<file path="src/rtl/dbus_mem_responder_pkg.sv">
// Shared types for the data-bus SRAM responder: FSM states and request capture.
// Latency: n/a (types only).
// Backpressure: n/a (types only).
package dbus_mem_responder_pkg;

    localparam int DBUS_XLEN = 32;
    localparam int DBUS_AW   = 32;
    localparam int DBUS_SW   = DBUS_XLEN / 8;

    typedef enum logic [1:0] {
        IDLE   = 2'd0,
        ACCESS = 2'd1,
        WAIT   = 2'd2,
        RESP   = 2'd3
    } type_dbus_resp_state_e;

    // Capture register widths track the package XLEN/AW; the top defaults match them.
    typedef struct packed {
        logic [DBUS_AW-1:0]   addr;
        logic [DBUS_XLEN-1:0] wdata;
        logic [DBUS_SW-1:0]   sel;
        logic                 we;
    } type_dbus_req_s;

endpackage

</file>
<file path="src/rtl/dbus_addr_decode.sv">
// Range check of a byte address against the SRAM window and its word index.
// Latency: combinational.
// Backpressure: none.
module dbus_addr_decode #(
    parameter int                    ADDR_WIDTH      = 32,
    parameter logic [ADDR_WIDTH-1:0] MEM_BASE        = 32'h8000_0000,
    parameter int                    MEM_DEPTH_WORDS = 4096,
    parameter int                    MEM_AW          = 12
) (
    input  logic [ADDR_WIDTH-1:0] addr,
    output logic                  in_range,
    output logic [MEM_AW-1:0]     word_idx
);

    localparam logic [ADDR_WIDTH-1:0] MEM_BYTES = ADDR_WIDTH'(MEM_DEPTH_WORDS * 4);

    logic [ADDR_WIDTH-1:0] offset;

    // Unsigned wrap makes addresses below MEM_BASE look huge, so one compare covers both ends.
    assign offset   = addr - MEM_BASE;
    assign in_range = (offset < MEM_BYTES);
    assign word_idx = offset[MEM_AW+1:2];

endmodule

</file>
<file path="src/rtl/dbus_mem_responder.sv">
// Data-bus slave answering one load/store at a time from a byte-enabled sync SRAM.
// Latency: ack 1 cycle after capture on error, 2+WRITE_WAIT for stores, 2+READ_LATENCY for loads.
// Backpressure: none; requester holds req and fields until the one-cycle ack.
module dbus_mem_responder
    import dbus_mem_responder_pkg::*;
#(
    parameter int                    DATA_WIDTH      = DBUS_XLEN,
    parameter int                    ADDR_WIDTH      = DBUS_AW,
    parameter logic [ADDR_WIDTH-1:0] MEM_BASE        = 32'h8000_0000,
    parameter int                    MEM_DEPTH_WORDS = 4096,
    parameter int                    READ_LATENCY    = 1,
    parameter int                    WRITE_WAIT      = 0,
    localparam int                   MEM_AW          = $clog2(MEM_DEPTH_WORDS),
    localparam int                   SEL_W           = DATA_WIDTH / 8
) (
    input  logic                  clk,
    input  logic                  rst,
    input  logic                  dbus_req_i,
    input  logic [ADDR_WIDTH-1:0] dbus_addr_i,
    input  logic [DATA_WIDTH-1:0] dbus_wdata_i,
    input  logic [SEL_W-1:0]      dbus_sel_i,
    input  logic                  dbus_we_i,
    output logic [DATA_WIDTH-1:0] dbus_rdata_o,
    output logic                  dbus_ack_o,
    output logic                  dbus_err_o,
    output logic                  mem_en_o,
    output logic                  mem_we_o,
    output logic [SEL_W-1:0]      mem_be_o,
    output logic [MEM_AW-1:0]     mem_addr_o,
    output logic [DATA_WIDTH-1:0] mem_wdata_o,
    input  logic [DATA_WIDTH-1:0] mem_rdata_i
);

    localparam logic [2:0] RD_CNT = 3'(READ_LATENCY - 1);
    localparam logic [2:0] WR_CNT = (WRITE_WAIT > 0) ? 3'(WRITE_WAIT - 1) : 3'd0;

    type_dbus_resp_state_e state_q, state_d;
    type_dbus_req_s        req_q;
    logic                  err_q;
    logic [2:0]            cnt_q;
    logic [DATA_WIDTH-1:0] rdata_q;

    logic [ADDR_WIDTH-1:0] dec_addr;
    logic                  in_range;
    logic [MEM_AW-1:0]     word_idx;

    // Decode the live bus address while idle, the captured one afterwards.
    assign dec_addr = (state_q == IDLE) ? dbus_addr_i : req_q.addr;

    dbus_addr_decode #(
        .ADDR_WIDTH     (ADDR_WIDTH),
        .MEM_BASE       (MEM_BASE),
        .MEM_DEPTH_WORDS(MEM_DEPTH_WORDS),
        .MEM_AW         (MEM_AW)
    ) u_addr_decode (
        .addr    (dec_addr),
        .in_range(in_range),
        .word_idx(word_idx)
    );

    always_ff @(posedge clk or posedge rst) begin
        if (rst) begin
            state_q <= IDLE;
        end else begin
            state_q <= state_d;
        end
    end

    always_comb begin
        state_d = state_q;
        case (state_q)
            IDLE:    if (dbus_req_i) state_d = in_range ? ACCESS : RESP;
            ACCESS:  state_d = (req_q.we && (WRITE_WAIT == 0)) ? RESP : WAIT;
            WAIT:    if (cnt_q == 3'd0) state_d = RESP;
            RESP:    state_d = IDLE;
            default: state_d = IDLE;
        endcase
    end

    always_comb begin
        mem_en_o    = 1'b0;
        mem_we_o    = 1'b0;
        mem_be_o    = '0;
        mem_addr_o  = '0;
        mem_wdata_o = '0;
        dbus_ack_o  = 1'b0;
        dbus_err_o  = 1'b0;
        case (state_q)
            ACCESS: begin
                mem_en_o    = 1'b1;
                mem_we_o    = req_q.we;
                mem_be_o    = req_q.we ? req_q.sel : '0;
                mem_addr_o  = word_idx;
                mem_wdata_o = req_q.wdata;
            end
            RESP: begin
                dbus_ack_o = 1'b1;
                dbus_err_o = err_q;
            end
            default: ;
        endcase
    end

    always_ff @(posedge clk or posedge rst) begin
        if (rst) begin
            req_q   <= '0;
            err_q   <= 1'b0;
            cnt_q   <= 3'd0;
            rdata_q <= '0;
        end else begin
            case (state_q)
                IDLE: begin
                    if (dbus_req_i) begin
                        req_q <= '{addr: dbus_addr_i, wdata: dbus_wdata_i,
                                   sel: dbus_sel_i, we: dbus_we_i};
                        err_q <= ~in_range;
                        if (!in_range) rdata_q <= '0;
                    end
                end
                ACCESS: cnt_q <= req_q.we ? WR_CNT : RD_CNT;
                WAIT: begin
                    // The counter's last cycle lines up with SRAM read data being valid.
                    if (cnt_q == 3'd0) begin
                        if (!req_q.we) rdata_q <= mem_rdata_i;
                    end else begin
                        cnt_q <= cnt_q - 3'd1;
                    end
                end
                default: ;
            endcase
        end
    end

    assign dbus_rdata_o = rdata_q;

endmodule
</file>
<file path="config.mk">
export PLATFORM = sky130hd
export DESIGN_NAME = dbus_mem_responder
export DESIGN_NICKNAME = d
export VERILOG_FILES = /design/src/rtl/dbus_mem_responder_pkg.sv /design/src/rtl/dbus_addr_decode.sv /design/src/rtl/dbus_mem_responder.sv
export SDC_FILE = /design/constraint.sdc
export NUM_CORES = 1
export LEC_CHECK = 0
export CAP_MARGIN = 10
export CORE_UTILIZATION = 40
export CTS_CLUSTER_SIZE = 25
export DETAILED_ROUTE_END_ITERATION = 16
export PLACE_DENSITY = 0.83
export RECOVER_POWER = 100
export SLEW_MARGIN = 5
export SYNTH_ARGS = -nofsm -noshare
export SYNTH_HDL_FRONTEND = slang
export SYNTH_SLANG_ARGS = --single-unit
</file>
<file path="constraint.sdc">
create_clock -name clk -period 3.5 [get_ports clk]
set_input_delay 0.7 -clock clk [delete_from_list [all_inputs] [get_ports clk]]
set_output_delay 0.7 -clock clk [all_outputs]
set_load 0.1 [all_outputs]
</file>
==> flow_metrics.py <==
metrics = {
    "pwr": {
        "finalPower_mw": 7.409,
        "powerDensity_nw_per_um2": 1056,
        "ir_worst_vdd_mv": 0.7026,
        "power.leakage_nw": 3.033,
    },
    "clock_network": {
        "insertion_delay_ns": 0.33,
        "cts_tree": "built",
        "cts_root_buf": "clkbuf_16",
        "clockBufferDepth": 2,
        "clk_pin_slew_ns": 0.06,
        "cts.sinks": 99,
        "cts_made_buffers": 9,
        "postCtsSetupBuffers": 0,
        "cts.hold.buffers_added": 0,
        "h-tree-depth": 3,
        "cts_resized": 0,
    },
    "floorplanning": {
        "start_util": 0.4141,
        "die_width_um": 108.4,
        "die_h_um": 108.4,
        "fp-row-count": 38,
        "coreArea_um2": 10940,
        "die_area_um2": 11750,
        "ios": 188,
    },
    "placement": {
        "numPortBuffers": 185,
        "dpl_cell_area_um2": 7042,
        "dp_hpwl_um": 8260,
        "place_inst": 701,
        "place_ws_ns": 0.8780,
        "gp_congestion": 0.7486,
    },
    "final_layout": {
        "drive_above_1_share": 0.2465,
        "diodes": 0,
        "n_fill_cell": 889,
        "nets": 682,
        "area_delta_synth_final_pct": 54.88,
        "final_common_cell": "clkdlybuf4s50_1",
        "final_util": 0.6413,
        "most-common-layout-cells": "100 x clkdlybuf4s50_1, 99 x dfrtp_1, 66 x o21ai_0, 62 x mux2_2, 40 x nand2_1",
        "fin_cells": 716,
        "design_area_um2": 7013,
    },
    "synth": {
        "synth-adder-area-share": 0.01658,
        "synth_top_family_by_area": "multiplexers",
        "synth_warnings": 0,
        "synthXorXnorAreaFrac": 0,
        "avgSynthCellArea_um2": 11.46,
        "synth-seq-cells": 99,
        "synthesis.area_um2": 4528,
        "synth_cell_types": 31,
        "synthTopCellsByArea": "dfrtp_1 55%, mux2_2 15%, o21ai_0 7.0%",
        "synth-seq-area-share": 0.5471,
        "yosysTopAreaCell": "dfrtp_1",
        "netlist_instances": 395,
        "yosys.area_share.simple": 0.1271,
        "synth_nets": 505,
        "synth_mux_area_frac": 0.1829,
        "synth_top_area_share": 0.5471,
        "synth_compound_area_frac": 0.09008,
    },
    "run_status": {
        "status": "finished with violations",
        "failed_checks": "max-capacitance violations, max-slew violations",
    },
    "sta": {
        "tightest_slew_ns": 1.828,
        "final.min_clock_period_ns": 3.091,
        "period_share": 0.8831,
        "fin_setup_tns_ns": 0,
        "fmax_mhz": 323.5,
        "setup_violations": 0,
        "slew_headroom": -0.2256,
        "hold_violations": 0,
        "rsz0062_at_grt": "no",
        "setup_slack_ns": 0.4091,
        "hold_slack_ns": 0.4810,
        "slew_violations": 105,
        "finClkSkew_ns": 0.006200,
    },
    "detailed_routing": {
        "wl_per_cell_um": 16.06,
        "antenna_left": 0,
        "routed_via_density": 5.070,
        "route.detailed.drc": 0,
        "vias": 3630,
        "routed_wl_um": 11500,
        "dr.first_iter.drc_count": 178,
        "first_pass_iters": 4,
    },
    "grt": {
        "gr-usage-met1": 0.2380,
        "first_global_vias": 3811,
        "grt_max_degree": 60,
        "gr-total-overflow": 0,
        "use_met3": 0.05003,
        "top_usage_layer": "met2",
        "antenna_found_initial": 0,
        "grt.total_usage": 0.2004,
        "met2_usage": 0.3540,
        "grt_pass1_wl_um": 18270,
    },
    "worst_setup_path": {
        "cp.arrival_ns": 2.39,
        "worstSetupPathType": "flop to primary output",
        "end_kind": "primary output",
        "cp.required_ns": 2.80,
        "path_max_fanout": 32,
        "reg2reg_slack_ns": 0.49,
        "start_kind": "flop",
    },
    "worst_hold_path": {
        "hp-class": "flop to flop",
    },
    "run": {
        "cap_violations": 3,
    },
}
[power by group]
part | switching, mW | internal, mW
clock | 0.403 | 0.552
combinational | 3.16 | 1.45
sequential | 0.231 | 1.62
total | 3.79 | 3.62
[state kept, by name (all words and copies together), names as in the netlist]
signal / flops
state_q: 2
err_q: 1
dbus_rdata_o: 32
cnt_q: 3
req_q: 61
[layout make-up]
cell class | instances | area, um2 | area share
clock buffers | 13 | 240.2 | 0.03426
clock inverters | 2 | 37.54 | 0.005352
inverters | 6 | 23.77 | 0.003390
multi-input cells | 263 | 1902 | 0.2712
flip-flops and latches | 99 | 2477 | 0.3533
well taps | 140 | 175.2 | 0.02498
repair buffers | 193 | 2157 | 0.3076
[logic make-up (layout without fill, tap and decap cells)]
logic type	count (synthesis)	in the layout
muxes	75	75
AOI/OAI and AO/OA	75	75
and+or+nand+nor	107	107
adders and majority gates	6	6
buffers and inverters	33	214
DFF	99	99
[final timing paths]
path                                   startpoint  cells past startpoint               endpoint
max                        state_q[1]$_DFFE_PP0P_                      5            mem_be_o[1]
min in group asynchronous                     rst                      2  req_q[31]$_DFFE_PP0P_
max reg2reg                state_q[0]$_DFFE_PP0P_                      5  req_q[60]$_DFFE_PP0P_
min                             err_q$_DFFE_PP0P_                      2      err_q$_DFFE_PP0P_
max in group asynchronous                     rst                      3  req_q[23]$_DFFE_PP0P_
min reg2reg                     err_q$_DFFE_PP0P_                      2      err_q$_DFFE_PP0P_
[critical path, stage by stage (launching register included)]
cell      delay [ns]
dfrtp_1         0.41
inv_1           0.11
ha_1            0.64
buf_12          0.25
and3_1          0.19
clkbuf_2        0.46
[Yosys cell counts (all sizes together)]
cell,count
a21oi,2
a22o,1
a31oi,1
and2,33
and3,4
buf,15
clkbuf,12
dfrtp,99
ha,6
inv,6
mux2,62
mux2i,13
nand2,40
nand2b,1
nand4,2
nor2,5
nor2b,13
nor3,3
nor4,3
nor4b,1
nor4bb,1
o211ai,1
o21ai,68
o22a,1
o22ai,1
or2,1
[layer usage]
| metal | wire, um | up-vias |
|---|---|---|
| met5 | 0 | - |
| li1 | - | 1705 |
| met4 | 211 | 0 |
| met1 | 4623 | 1776 |
| met3 | 804 | 18 |
| met2 | 5859 | 131 |
Power figures use the tool's default switching activity.
